### src/rtl/piso_serializer.sv
// Parallel-in/serial-out serializer with a valid/ready load port and back-to-back framing.
// Optional even-parity trailer bit is enabled by defining PISO_PARITY_EN.
module piso_serializer #(
    parameter int WIDTH     = 4,
    parameter bit LSB_FIRST = 1'b1
) (
    input  logic             clk,
    input  logic             reset,
    input  logic             load_valid,
    output logic             load_ready,
    input  logic [WIDTH-1:0] load_data,
    input  logic             shift_en,
    output logic             ser_out,
    output logic             ser_valid,
    output logic             frame_start,
    output logic             frame_done,
    output logic             busy
);

    localparam int CW = (WIDTH > 2) ? $clog2(WIDTH) : 1;
    localparam logic [CW-1:0] LAST_CNT = CW'(WIDTH - 1);

`ifdef PISO_PARITY_EN
    typedef enum logic [1:0] {IDLE, SHIFT, PARITY} state_t;
    logic par;
`else
    typedef enum logic [0:0] {IDLE, SHIFT} state_t;
`endif

    state_t           state;
    logic [WIDTH-1:0] shreg;
    logic [WIDTH-1:0] shreg_next;
    logic [CW-1:0]    cnt;
    logic             last;
    logic             accept;

    assign last       = (state == SHIFT) && (cnt == LAST_CNT);
    // Output end is bit 0 for LSB-first, bit WIDTH-1 otherwise; vacated bits fill with 0.
    assign shreg_next = LSB_FIRST ? (shreg >> 1) : (shreg << 1);

`ifdef PISO_PARITY_EN
    assign load_ready = (state == IDLE) || ((state == PARITY) && shift_en);
    assign frame_done = (state == PARITY) && shift_en;
`else
    assign load_ready = (state == IDLE) || (last && shift_en);
    assign frame_done = last && shift_en;
`endif

    assign accept      = load_valid && load_ready;
    assign ser_valid   = (state != IDLE);
    assign busy        = (state != IDLE);
    assign frame_start = (state == SHIFT) && (cnt == '0);

    always_comb begin
        ser_out = 1'b0;
        case (state)
            SHIFT:   ser_out = LSB_FIRST ? shreg[0] : shreg[WIDTH-1];
`ifdef PISO_PARITY_EN
            PARITY:  ser_out = par;
`endif
            default: ser_out = 1'b0;
        endcase
    end

    always_ff @(posedge clk) begin
        if (reset) begin
            state <= IDLE;
            shreg <= '0;
            cnt   <= '0;
`ifdef PISO_PARITY_EN
            par   <= 1'b0;
`endif
        end else if (accept) begin
            // Also covers the back-to-back case: the new word replaces the finishing one.
            state <= SHIFT;
            shreg <= load_data;
            cnt   <= '0;
`ifdef PISO_PARITY_EN
            par   <= ^load_data;
`endif
        end else begin
            case (state)
                SHIFT: begin
                    if (shift_en) begin
                        shreg <= shreg_next;
                        if (last) begin
                            cnt   <= '0;
`ifdef PISO_PARITY_EN
                            state <= PARITY;
`else
                            state <= IDLE;
`endif
                        end else begin
                            cnt <= cnt + CW'(1);
                        end
                    end
                end
`ifdef PISO_PARITY_EN
                PARITY: begin
                    if (shift_en) state <= IDLE;
                end
`endif
                default: ;
            endcase
        end
    end

endmodule

### config.mk
export PLATFORM = sky130hd
export DESIGN_NAME = piso_serializer
export DESIGN_NICKNAME = d
export VERILOG_FILES = /design/src/rtl/piso_serializer.sv
export SDC_FILE = /design/constraint.sdc
export NUM_CORES = 1
export LEC_CHECK = 0
export ABC_AREA = 1
export CAP_MARGIN = 20
export CORE_AREA = 4 4 41 43
export DETAILED_ROUTE_END_ITERATION = 16
export DIE_AREA = 0 0 45 47
export SETUP_SLACK_MARGIN = 0.05
export SLEW_MARGIN = 20
export SYNTH_ARGS = -nofsm -noshare
export SYNTH_HDL_FRONTEND = slang
export SYNTH_SLANG_ARGS = --single-unit
### constraint.sdc
create_clock -name clk -period 2.9 [get_ports clk]
set_input_delay 0.435 -clock clk [delete_from_list [all_inputs] [get_ports clk]]
set_output_delay 0.435 -clock clk [all_outputs]
set_load 0.01 [all_outputs]
Yosys cells after proc, flatten, opt, wreduce, memory -nomap -nowiden

Cells that the tools add are included.

Bits in registers: 7
Input port bits: 8
Output and inout bits: 6
Logic and storage cells: 26

$add $sub $neg: 1
Equal/unequal tests: 1
Multiplexer cells: 9
Bitwise gates (word level): 1
Reductions and logical operators: 11

Operator list:

| cell                                                          | count |
|---|---|
| 4-bit 2-to-1 mux                                              | 3 |
| 1-bit 2-to-1 mux                                              | 5 |
| 1-bit logical AND                                             | 4 |
| 2-bit AND reduction                                           | 2 |
| 2-bit nonzero test                                            | 2 |
| 2-bit by 1-bit adder with 2-bit output, second input constant | 1 |
| 2-bit equality test, second input constant                    | 1 |
| 2-bit logical NOT                                             | 1 |
| 2-bit 2-to-1 mux                                              | 1 |
| 2-bit OR reduction                                            | 1 |
| 1-bit logical OR                                              | 1 |
| 1-bit NOT                                                     | 1 |

Longest topological paths before layout

Gate-level depths: netlist of the first run.

Depth in word-level cells: 7
Gate-level depth with buffers: 7
Mapped depth without buffers: 7

Worst setup path before layout of the first run

Ideal clock, no wire load.

Path kind: register to output
From: register cnt[0]
To: output load_ready
Data arrival time: 754 ps
Required time: 2,465 ps
Path slack: 1,711 ps
Cell stages (with the launch flop): 4
Buffers on the path: 0
Cell sequence: dfxtp_1 > ha_1 > nand3_2 > nand2_2

Word-level cells in the longest chain between the ends: 4

RTL lines:

| what                   | RTL line | text |
|---|---|---|
| from (decl)            | 33       | `logic [CW-1:0] cnt;` |
| from (signal assigned) | 94       | `cnt <= cnt + CW'(1);` |
| 2-bit equality test    | 37       | `assign last = (state == SHIFT) && (cnt == LAST_CNT);` |
| 1-bit logical AND      | 37       |  |
| 1-bit logical AND      | 45       | `assign load_ready = (state == IDLE) \|\| (last && shift_en);` |
| 1-bit logical OR       | 45       |  |
| to (decl)              | 10       | `output logic load_ready,` |

Every way passes these cells.

Worst setup path in the final report of the first run

From: input shift_en
To: output load_ready

Word-level cells in the longest chain between the ends: 2

RTL lines:

| what              | RTL line | text |
|---|---|---|
| from (decl)       | 12       | `input logic shift_en,` |
| 1-bit logical AND | 45       |  |
| 1-bit logical OR  | 45       |  |

Every way passes these cells.

==> parameters.txt, run 1 <==
Parameter                              Value

Clock network
  Worst-skew pair later-pin latency    0.26 ns
  Post-CTS setup-driven buffer insertion count    0
  Clock tree from TritonCTS    yes
  Htree depth    1
  Clock sink count    7
  Number of buffers inserted for hold repair after clock tree synthesis    0
  Clock slew at the register clock pins of the worst setup and hold paths    0.05 ns
  Root buffer cell    clkbuf_4
  Buffer levels on the longest clock path    2
  CTS buffer count    3
  Post-cts gate resize count    0

Detailed routing
  Mean number of vias per cell    4.61
  Top layer used by detailed routing    met4
  Met3 WL post-DR    87 um
  Total routed wire length on the met1 layer    379 um
  Routed wire length    822 um
  Final routed DRC violation total    0
  Detailed-routed wire length on met2    329 um
  Total vias in the final route    406
  ANT nets after route    0
  Detailed Routing Iterations Pass 1    4
  DR iter-0 viols    4
  Average wire per standard cell    9.34 um

Finish
  Synth-to-Final Area Change    38.0%
  Final std cell area, no fill    568 um2
  Post-layout nets    84
  N_diodes    0
  Fraction of layout instances using a drive strength above 1    12.3%

GRT
  Leftover overflow at the end of global routing    0
  Global routing usage summed across all routing layers    9.89%
  Initial antenna violation count    0
  Number of global-route vias before repair    337
  Wire length of the first global-routing pass    1.39 mm
  Maximum number of pins on one net before global-route repair    11

Floorplanning
  Area of the core    1300 um2
  Row count    13
  Initial Util    31.6%
  Die Outline Area    2120 um2
  Floorplan die width    45 um
  I/O pin total    14
  Vert. Die Dim    47 um

STA
  Final critical-path share of the clock period    76.6%
  Setup violation total in the final timing report    0
  Minimum clock period    2.22 ns
  Transition time at the pin with the least slew margin    0.424 ns
  Final setup TNS    0 ns
  Hold Vio Cnt, Final    0
  Final hold slack    0.515 ns
  Worst rel slew slack    71.7%
  Setup repair after global routing missed its margin    false
  Worst clock skew on the final layout    0.00418 ns
  Number of slew-limit violations in the final report    0
  Max Clk Rate    450 MHz

Hold path
  Worst hold path type    flop to flop
  Hold path cells    2
  Endpoint, Worst Hold    cnt[1]
  Source of the worst hold timing path    cnt[1]

Pwr
  Switching pwr    70.1 uW
  Worst-case vdd ir drop    174 uV
  Gate power share    20.6%
  Leakage dissipation    0.252 nW
  Share of power burned in the clock network    36.2%
  Power density over the cells    445 nW/um2
  Proportion of power drawn by flip-flops and latches    43.2%
  Cell Int Power    183 uW
  Fraction of power spent switching nets    27.7%

Placement
  RePlAce Congestion    0.817
  Post-detailed-placement cell area    542 um2
  Placed wire-length estimate after detailed placement    605 um
  # port buffers    13

Logic synthesis
  Number of synthesized register bits    7
  Mapped Cells    58
  Proportion of synthesized chip area in sequential cells    34.0%
  Synth Warn #    0
  Cell area after technology mapping    412 um2
  EDFF count, synth    0
  Synth async-reset ratio    0%
  Flip-flop cell with the highest count after synthesis    dfxtp_1
  Mean instance size in the synthesized netlist    7.10 um2
  Synth Net Count    68
  Count of different cell masters after synthesis    18

Setup path
  Worst setup EP type    output pin
  Data required time at the worst endpoint    2.47 ns
  Worst path max stage delay    0.57 ns
  Endpoint of the worst register-to-register path    shreg[2]
  Flop-to-flop setup slack    1.66 ns
  Startpoint of the lowest-slack register-to-register path    cnt[0]
  Critical path, cell by cell    clkdlybuf4s50_1, nand3_2, nand2_2, clkdlybuf4s50_1
  Top delay family on crit path    buffers and inverters
  Worst path slowest cell    clkdlybuf4s50_1
  Class of the most critical setup path    input pin to output pin
  Biggest fanout along the worst timing path    5
  CP bufs+invs    2
  Worst Path Arrival    1.79 ns
  Number of cells on the worst reg-to-reg path    6
  Critical Path Most Common Cell    clkdlybuf4s50_1
  CP startpoint kind    input pin

Flow run
  Max_cap viols    0

Run status
  Outcome    complete, no violations
## layout make-up
cell class                 count  area, um2
tap                           15       18.8
timing repair buffer          13        130
clock buffer                   4       26.3
multi-input combinational     38        211
fill                         143        733
inverter                      11       41.3
sequential                     7        140
## worst min-delay path: cells and delay by family (launching register included)
family	cells	cell delay, ns
flip-flops	1	0.32
AND/OR/NAND/NOR	1	0.07
AO/OA/AOI/OAI	1	0.06
## cell usage after synthesis (2+ instances only)
library cell,n,area share [%]
o21ai_0,3,3.6
dfxtp_1,7,34
inv_1,11,10
nand2_1,7,6.4
nor3_1,2,2.4
nand3_1,4,4.9
a21oi_1,3,3.6
ha_1,2,6.1
nand2_2,2,3.0
nor2_1,9,8.2
## placed cells by master (no fill, tap or decap)
cell type        Yosys  final
clkdlybuf4s50_1      0     13
inv_1               11     11
nor2_1               9      9
nand2_1              7      7
dfxtp_1              7      7
nand3_1              4      4
o21ai_0              3      3
a21oi_1              3      3
clkbuf_4             0      3
nand2_2              2      2
nor3_1               2      2
ha_1                 2      2
nand3_2              1      1
o21ai_4              1      1
a21oi_2              1      1
nor2_2               1      1
o21ai_1              1      1
a211oi_1             1      1
clkbuf_1             0      1
## worst max-delay path by stage
stage               cells after the start  slack, ns  startpoint          to
floorplan                               3       1.71      cnt[0]  load_ready
global placement                        4       0.70    shift_en  load_ready
detailed placement                      4       0.68    shift_en  load_ready
CTS                                     4       0.67    shift_en  load_ready
global route                            4       0.60    shift_en  load_ready
finish                                  4       0.68    shift_en  load_ready
## registers in the layout, summed over array words and instances (netlist names)
signal	flops
shreg	4
cnt	2
busy	1
## kinds of logic (layout without fill, tap and decap cells)
kind of cell	count (synthesis)	in the layout	share of synthesized area (%)
simple gates	26	26	28.9
buf+inv	13	28	14.6
compound gates	10	10	16.4
flops	7	7	34.0
fa+ha+maj	2	2	6.08
## power groups by stage
stage          Combinational [mW]  Clock, mW  Sequential (mW)
4_1_cts                    0.0524     0.0943            0.110
3_5_place_dp               0.0521          0            0.111
6_report                   0.0520     0.0916            0.109
5_1_grt                    0.0594      0.103            0.111
3_3_place_gp               0.0520          0            0.111
2_1_floorplan              0.0327          0            0.109
## metal layers
layer  vias to the layer above  track usage [%]
li1                        211                -
met1                       175             11.0
met3                         5             5.75
met5                         -                0
met2                        15             14.1
met4                         0             7.02
## per-stage QoR
step	util [%]	worst slack, ns	std cells	power [mW]
CTS	43.7	0.674	88	0.256
floorplan	-	1.71	58	0.141
global route	43.7	0.597	88	0.273
finish	43.7	0.679	88	0.253
detailed placement	41.6	0.676	84	0.163
global placement	41.6	0.696	84	0.163
No activity file was read; power rests on OpenSTA's default activity.
==> run 2: changes to the inputs <==
Clock period 2.9 ns to 1.9 ns, I/O delays scaled along.
==> parameters.txt, run 2 (synthesis results as in run 1) <==
Parameter                              Value

STA
  Worst rel slew slack    82.0%
  Final critical-path share of the clock period    93.5%
  Hold Vio Cnt, Final    0
  Final setup TNS    0 ns
  Minimum clock period    1.78 ns
  Number of slew-limit violations in the final report    0
  Worst clock skew on the final layout    0.0113 ns
  Setup repair after global routing missed its margin    false
  Max Clk Rate    563 MHz
  Transition time at the pin with the least slew margin    0.269 ns
  Setup violation total in the final timing report    0

Setup path
  Critical Path Most Common Cell    clkdlybuf4s50_1
  Endpoint of the worst register-to-register path    shreg[2]
  Class of the most critical setup path    input pin to output pin
  Worst path max stage delay    0.54 ns
  Critical path, cell by cell    clkdlybuf4s50_1, nand3_2, nand2_2, clkdlybuf4s50_1
  Number of logic stages on the critical path including buffering    4
  Startpoint of the lowest-slack register-to-register path    busy
  Data required time at the worst endpoint    1.62 ns
  CP bufs+invs    2
  Biggest fanout along the worst timing path    2
  Number of cells on the worst reg-to-reg path    7
  CP startpoint kind    input pin
  Worst setup EP type    output pin
  Worst path slowest cell    clkdlybuf4s50_1
  Top delay family on crit path    buffers and inverters
  Flop-to-flop setup slack    0.69 ns
  Worst Path Arrival    1.49 ns

Hold path
  Hold path cells    2
  Worst hold path type    flop to flop
  Source of the worst hold timing path    shreg[3]
  Endpoint, Worst Hold    shreg[3]

Pwr
  Leakage dissipation    0.265 nW
  Gate power share    22.3%
  Cell Int Power    284 uW
  Share of power burned in the clock network    35.2%
  Fraction of power spent switching nets    27.2%
  Power density over the cells    644 nW/um2
  Overall power    390 uW
  Proportion of power drawn by flip-flops and latches    42.5%
  Worst-case vdd ir drop    355 uV
  Switching pwr    106 uW

Placement
  Placed wire-length estimate after detailed placement    645 um
  RePlAce Congestion    0.749
  Post-detailed-placement cell area    564 um2
  # port buffers    13

Finish
  Fraction of layout instances using a drive strength above 1    19.7%
  Max FFs per register    4
  Post-layout nets    87
  N_diodes    0
  Post-route core utilization    46.5%
  Fillers    145
  Most flop-heavy register    shreg
  Commonest non-fill, non-tap cell in the layout    clkdlybuf4s50_1
  Area of all sequential standard cells    143 um2
  Final std cell area, no fill    606 um2
  Multi-input combinational cell area    224 um2
  Synth-to-Final Area Change    47.1%
  Most used cells in the layout excluding fill and tap cells    clkdlybuf4s50_1 (13), inv_1 (11), nor2_1 (9)

GRT
  Leftover overflow at the end of global routing    0
  Maximum number of pins on one net before global-route repair    9
  Initial antenna violation count    0
  Global routing usage summed across all routing layers    10.0%
  Number of global-route vias before repair    350
  Wire length of the first global-routing pass    1.41 mm

Clock network
  Clock slew at the register clock pins of the worst setup and hold paths    0.05 ns
  Clock tree from TritonCTS    yes
  Worst-skew pair later-pin latency    0.26 ns
  Buffer levels on the longest clock path    2
  Root buffer cell    clkbuf_4
  Htree depth    1
  Clock sink count    7
  Post-CTS setup-driven buffer insertion count    0
  Number of buffers inserted for hold repair after clock tree synthesis    0
  CTS buffer count    3

Detailed routing
  Mean number of vias per cell    4.48
  Final routed DRC violation total    0
  Detailed Routing Iterations Pass 1    2
  DR iter-0 viols    3
  Average wire per standard cell    9.63 um
  Routed wire length    876 um
  Total vias in the final route    408
  ANT nets after route    0

Floorplanning
  Row count    13
  Area of the core    1300 um2
  Vert. Die Dim    47 um
  Initial Util    31.6%
  Die Outline Area    2120 um2
  Floorplan die width    45 um
  I/O pin total    14

Run status
  Outcome    complete, no violations

Flow run
  Max_cap viols    0
[run 2: worst max path at each step]
| stage | startpoint | to | slack, ns |
|---|---|---|---|
| 3_3_place_gp | shift_en | load_ready | 0.15 |
| 6_report | shift_en | load_ready | 0.12 |
| 2_1_floorplan | cnt[0] | shreg[0] | 0.82 |
| 3_5_place_dp | shift_en | load_ready | 0.12 |
| 5_1_grt | cnt[0] | load_ready | 0.07 |
| 4_1_cts | cnt[1] | load_ready | 0.08 |
[run 2: final cells by class]
type	instances	share of cell area, %
well taps	15	3.10
repair buffers	16	25.2
multi-input cells	38	37.0
clock buffers	4	4.34
flip-flops and latches	7	23.6
inverters	11	6.82
[run 2: worst min-delay path: stages, from the launching register on]
cell and delay [ns]:
dfxtp_1 0.30, o21ai_1 0.12, a21oi_1 0.04
[run 2: routing by layer]
metal | share of wire, % | track usage (%)
met1 | 45 | 10.9
met2 | 43 | 15.5
met3 | 8.1 | 2.30
met4 | 3.2 | 10.5
met5 | 0 | 0
[run 2: power groups by stage]
| stage | registers, mW | clock network (mW) | logic (mW) |
|---|---|---|---|
| 5_1_grt | 0.167 | 0.153 | 0.0968 |
| 6_report | 0.166 | 0.138 | 0.0869 |
| 3_3_place_gp | 0.168 | 0 | 0.0870 |
| 3_5_place_dp | 0.168 | 0 | 0.0875 |
| 2_1_floorplan | 0.166 | 0 | 0.0499 |
| 4_1_cts | 0.166 | 0.143 | 0.0879 |
[run 2: per-stage QoR]
step	hold WS, ns	setup slack (ns)	cells
4_1_cts	0.523	0.0772	91
6_report	0.518	0.124	91
3_5_place_dp	0.505	0.124	87
2_1_floorplan	0.354	0.817	58
3_3_place_gp	0.487	0.150	87
5_1_grt	0.549	0.0679	91
[run 2: repair_timing]
action | in CTS | in global routing
gates cloned | 0 | 0
gates resized for setup | 2 | 2
pin swaps | 1 | 0
setup endpoints to repair | 1 | 3
==> RTL change 1 (config.mk and constraints of run 1) <==
Set the parameter `WIDTH` to 8 (it was 4).
--- a/src/rtl/piso_serializer.sv
+++ b/src/rtl/piso_serializer.sv
@@ -1,7 +1,7 @@
 // Parallel-in/serial-out serializer with a valid/ready load port and back-to-back framing.
 // Optional even-parity trailer bit is enabled by defining PISO_PARITY_EN.
 module piso_serializer #(
-    parameter int WIDTH     = 4,
+    parameter int WIDTH     = 8,
     parameter bit LSB_FIRST = 1'b1
 ) (
     input  logic             clk,
Interface: changed (resized load_data); port bits go from 14 to 18. No check against the original RTL was run, so the function may have changed too.
==> RTL change 1 against run 1 <==
- final cell count is 50% higher
- non-clock buffer count is 4 higher
- via count is 60% higher
- global-route usage is 4.2 points higher
- routed wire length is 68% higher
- cell area is 54% higher
- total power is 59% higher
- die area stayed put
- area after synthesis is 67% higher
- sequential cell count is 5 higher
- sequential share of layout area is 2.8 points higher
- clock skew is 2.9 ps lower
- setup slack worse by 130 ps
==> RTL change 1: results (changes against run 1) <==
## Global route
• 2.30% — fraction of met3 tracks used by global routing, was 5.75%
• 25.4% — met2 Track Usage GR, was 14.1%
• 2180 um — wire length of the first global-routing pass, was 1390 um
• 15.4% — met1 track utilization from global routing, was 11.0%
• 17 — pin count of the biggest net entering global routing, was 11
• 14.1% — total routing usage reported by global routing, was 9.89%
• 561 — vias in the first global route, was 337

## Power
• 302 uV — worst ir drop on vdd, was 174 uV
• 27.2% — switching power as a share of total power, was 27.7%
• 33.4% — Clock Power Share, was 36.2%
• 186 uW — power dissipated in sequential cells, was 109 uW
• 0.000395 uW — Leak Pwr, was 0.000252 uW

## Setup path
• 1390 ps — setup slack, reg-to-reg, was 1660 ps
• 7 — R2R depth, was 6
• shreg[1] — terminus of the critical flop-to-flop path, was shreg[2]

## Cells and area
• 8 — flip-flop count of the largest register, all copies and words added, was 4
• 0 — number of diodes, unchanged
• 10.3% — fraction of final layout cells sized beyond drive strength 1, was 12.3%

## Placed design
• 0.758 — GP Congestion, was 0.817
• 1030 um — half-perimeter wire length after placement, was 605 um
• 17 — PortBufs, was 13

## Yosys
• nor2_1 (23), inv_1 (14), dfxtp_1 (12), nand2_1 (12), nand3_1 (9) — leading post-synthesis cells by instance count, was inv_1 (11), nor2_1 (9), dfxtp_1 (7), nand2_1 (7), nand3_1 (4)
• 20 — number of different library cells in the post-synthesis netlist, was 18
• 115 — nets in the synthesized netlist, was 68
• dfxtp_1 (35%), nor2_1 (13%), inv_1 (7.6%) — largest cells by area after synthesis, was dfxtp_1 (34%), inv_1 (10%), nor2_1 (8.2%)

## STA
• 68.2% — Slew Limit Headroom, was 71.7%
• 489 ps — worst hold margin, was 515 ps

## Hold path
• cnt[2] — worst min-delay path startpoint, was cnt[1]

## Detailed routing
• 11 — Iteration-0 DRC Markers, was 4
• 10.4 um — average detailed-routed wire length per instance, was 9.34 um
• 4.92 — Via density, was 4.61

## Outcome
• finished clean — outcome, unchanged

## Clocking
• 80 ps — clk slew on worst S/H paths, was 50 ps

==> RTL change 1: how the worst max path moves through the flow <==
stage          slack [ps]  cells after the start  startpoint         end
2_1_floorplan        1510                      4      cnt[0]  load_ready
3_3_place_gp          640                      4    shift_en  load_ready
3_5_place_dp          610                      4    shift_en  load_ready
4_1_cts               540                      5      cnt[0]  load_ready
5_1_grt               440                      5      cnt[0]  load_ready
6_report              550                      5      cnt[0]  load_ready
==> RTL change 1: critical path, stage by stage, from the launching register on <==
cell             delay (ps)
dfxtp_1                 380
ha_1                    170
ha_1                    240
nand3_2                 120
nand2_2                 170
clkdlybuf4s50_1         560
==> RTL change 1: area by class of cell <==
class / count / area (um2)
multi-input cells: 68 / 348
inverters: 16 / 62.6
repair buffers: 17 / 170
well taps: 15 / 18.8
flip-flops and latches: 12 / 240
fillers: 136 / 425
clock buffers: 4 / 36.3
==> RTL change 1: metrics by stage <==
step,worst slack [ps],instances,power [uW],util (%),instance area [um2]
after detailed placement,609,128,273,64.5,840
after floorplan,1510,100,244,-,688
final,549,132,403,67.3,876
after global placement,645,128,271,64.5,840
after global routing,438,132,425,67.3,876
after CTS,539,132,408,67.3,876
==> RTL change 1: kinds of logic after synthesis <==
logic type / share of synthesized area (%)
AOI/OAI and AO/OA: 13.8
adders and majority gates: 5.46
buffers and inverters: 14.5
DFF: 34.9
and+or+nand+nor: 31.3
==> RTL change 1: metal layers <==
| layer | routed length [um] | up-vias |
|---|---|---|
| met2 | 643 | 16 |
| met4 | 13 | 0 |
| met1 | 640 | 287 |
| li1 | - | 345 |
| met5 | 0 | - |
| met3 | 80 | 2 |
==> RTL change 2 (flow settings as in run 1) <==
Without the edit above. Reset style: asynchronous (`reset`), changed in one clocked block.
--- a/src/rtl/piso_serializer.sv
+++ b/src/rtl/piso_serializer.sv
@@ -62,7 +62,7 @@
         endcase
     end
 
-    always_ff @(posedge clk) begin
+    always_ff @(posedge clk or posedge reset) begin
         if (reset) begin
             state <= IDLE;
             shreg <= '0;
Function: differs if reset is asserted again (counterexample within 4 cycles, from zero or initial values and one cycle with reset high); with reset held inactive, the same outputs for 10 cycles.
==> RTL change 2 against run 1 <==
- core utilization up 0.87 points
- highest routed layer unchanged
- area after synthesis unchanged
- register-to-register slack improved by 30 ps
- setup slack improved by 65 ps
- largest cell class unchanged
- global-route usage fell by 1.1 points
- routed wire length down 8.2%
- cell area up 2.0%
- sequential cell count is the same
Power is not compared: it rests on default switching activity, and its combinational part moved more than twofold at a synthesized area within 25%.
==> RTL change 2: results (changes against run 1) <==
## Outcome
• finished clean — outcome, unchanged

## Yosys
• 0% — XOR/XNOR Fraction of Synth Area, unchanged
• dfrtp_1 (43%), nand2_1 (12%), inv_1 (11%) — largest cells by area after synthesis, was dfxtp_1 (34%), inv_1 (10%), nor2_1 (8.2%)
• dfrtp_1 — flip-flop cell with the highest count after synthesis, was dfxtp_1
• 100% — async set or reset register ratio after synthesis, was 0%
• 8.21% — share of the synthesized area in compound gates (AO/OA/AOI/OAI), was 16.4%
• 42.6% — sequential element share of the synthesized area, was 34.0%
• 0 — Synthesis Warnings, unchanged
• 0% — share of synthesized area spent on multiplexers, unchanged
• nand2_1 (13), inv_1 (12), nand3_1 (8) — leading post-synthesis cells by instance count, was inv_1 (11), nor2_1 (9), dfxtp_1 (7), nand2_1 (7), nand3_1 (4)
• 64 — nets in the synthesized netlist, was 68
• 13 — number of different library cells in the post-synthesis netlist, was 18

## STA
• 74.3% — final critical-path share of the clock period, was 76.6%
• 79.0% — Slew Limit Headroom, was 71.7%
• 4.37 ps — Clock Skew, was 4.18 ps

## Global route
• 8.84% — total routing usage reported by global routing, was 9.89%
• 9 — pin count of the biggest net entering global routing, was 11
• 1240 um — wire length of the first global-routing pass, was 1390 um
• 301 — vias in the first global route, was 337

## Setup path
• 7 — R2R depth, was 6
• shreg[2] — terminus of the critical flop-to-flop path, unchanged
• cnt[0] — r2r startpoint, unchanged
• 1690 ps — setup slack, reg-to-reg, was 1660 ps
• 7 — maximum fanout encountered on the critical timing path, was 5

## Cells and area
• 14.3% — fraction of final layout cells sized beyond drive strength 1, was 12.3%
• 81 — total number of nets in the final design, was 84

## Placed design
• 591 um — half-perimeter wire length after placement, was 605 um
• 553 um2 — post-detailed-placement cell area, was 542 um2
• 0.727 — GP Congestion, was 0.817

## Power
• 329 uV — worst ir drop on vdd
• 0.000318 uW — Leak Pwr

## Clocking
• 250 ps — clock network latency to the later pin of the worst-skew pair
• 2 — buffers from clock root to sink, at most, unchanged
• 0 — number of instances resized during post-cts repair, unchanged

## Detailed routing
• 4 — iteration count of the initial detailed-routing pass, unchanged
• 10 — Iteration-0 DRC Markers, was 4
• 755 um — DRT Wirelength, was 822 um
• 4.32 — Via density, was 4.61

## Hold path
• primary input to async pin — path type of the worst min-delay path, was register to register

RTL change 2: changes by cell type after synthesis, sizes merged, moves of 3 or more:
cell / change
a21oi: -4
dfrtp: +7
dfxtp: -7
inv: +3
nand2: +7
nand3: +3
nor2: -9
RTL change 2: worst max-delay path by stage:
stage	to	cells after the start
after floorplan	frame_done	2
after global placement	load_ready	4
after detailed placement	load_ready	4
after CTS	load_ready	4
after global routing	load_ready	4
final	load_ready	4
RTL change 2: critical path: stages:
cell	delay, ps
clkdlybuf4s50_1	500
nand2_1	90
nand2_2	130
clkdlybuf4s50_1	570
RTL change 2: area by class of cell:
class                   instances  area [um2]
repair buffers                 13         130
clock buffers                   4        26.3
flip-flops and latches          7         175
fillers                       148         722
inverters                      14        52.6
multi-input cells              32         176
well taps                      15        18.8
RTL change 2: power by group:
group	total, uW	leakage [uW]	switching (uW)	internal (uW)
combinational	213	0.000217	106	108
sequential	160	0.0000863	25.8	134
clock	88.1	0.0000150	35.6	52.5
RTL change 2: logic make-up (layout without fill, tap and decap cells):
family                     Yosys count  count (layout)
and+or+nand+nor                     26              26
adders and majority gates            2               2
AOI/OAI and AO/OA                    4               4
DFF                                  7               7
buffers and inverters               15              31
RTL change 2: metal layers:
layer	GRT usage, %	share of wire (%)	vias up
met5	0	0	-
met4	8.77	1.3	0
met3	3.07	11	2
met2	11.6	41	14
met1	10.9	46	156
li1	-	-	195
RTL change 2: per-stage QoR:
stage / std cells / total power, uW / setup slack [ps] / hold WS (ps)
after floorplan: 54 / 292 / 1690 / 238
after global placement: 81 / 374 / 760 / 466
after detailed placement: 81 / 377 / 746 / 469
after CTS: 85 / 469 / 737 / 427
after global routing: 85 / 508 / 665 / 440
final: 85 / 461 / 744 / 415
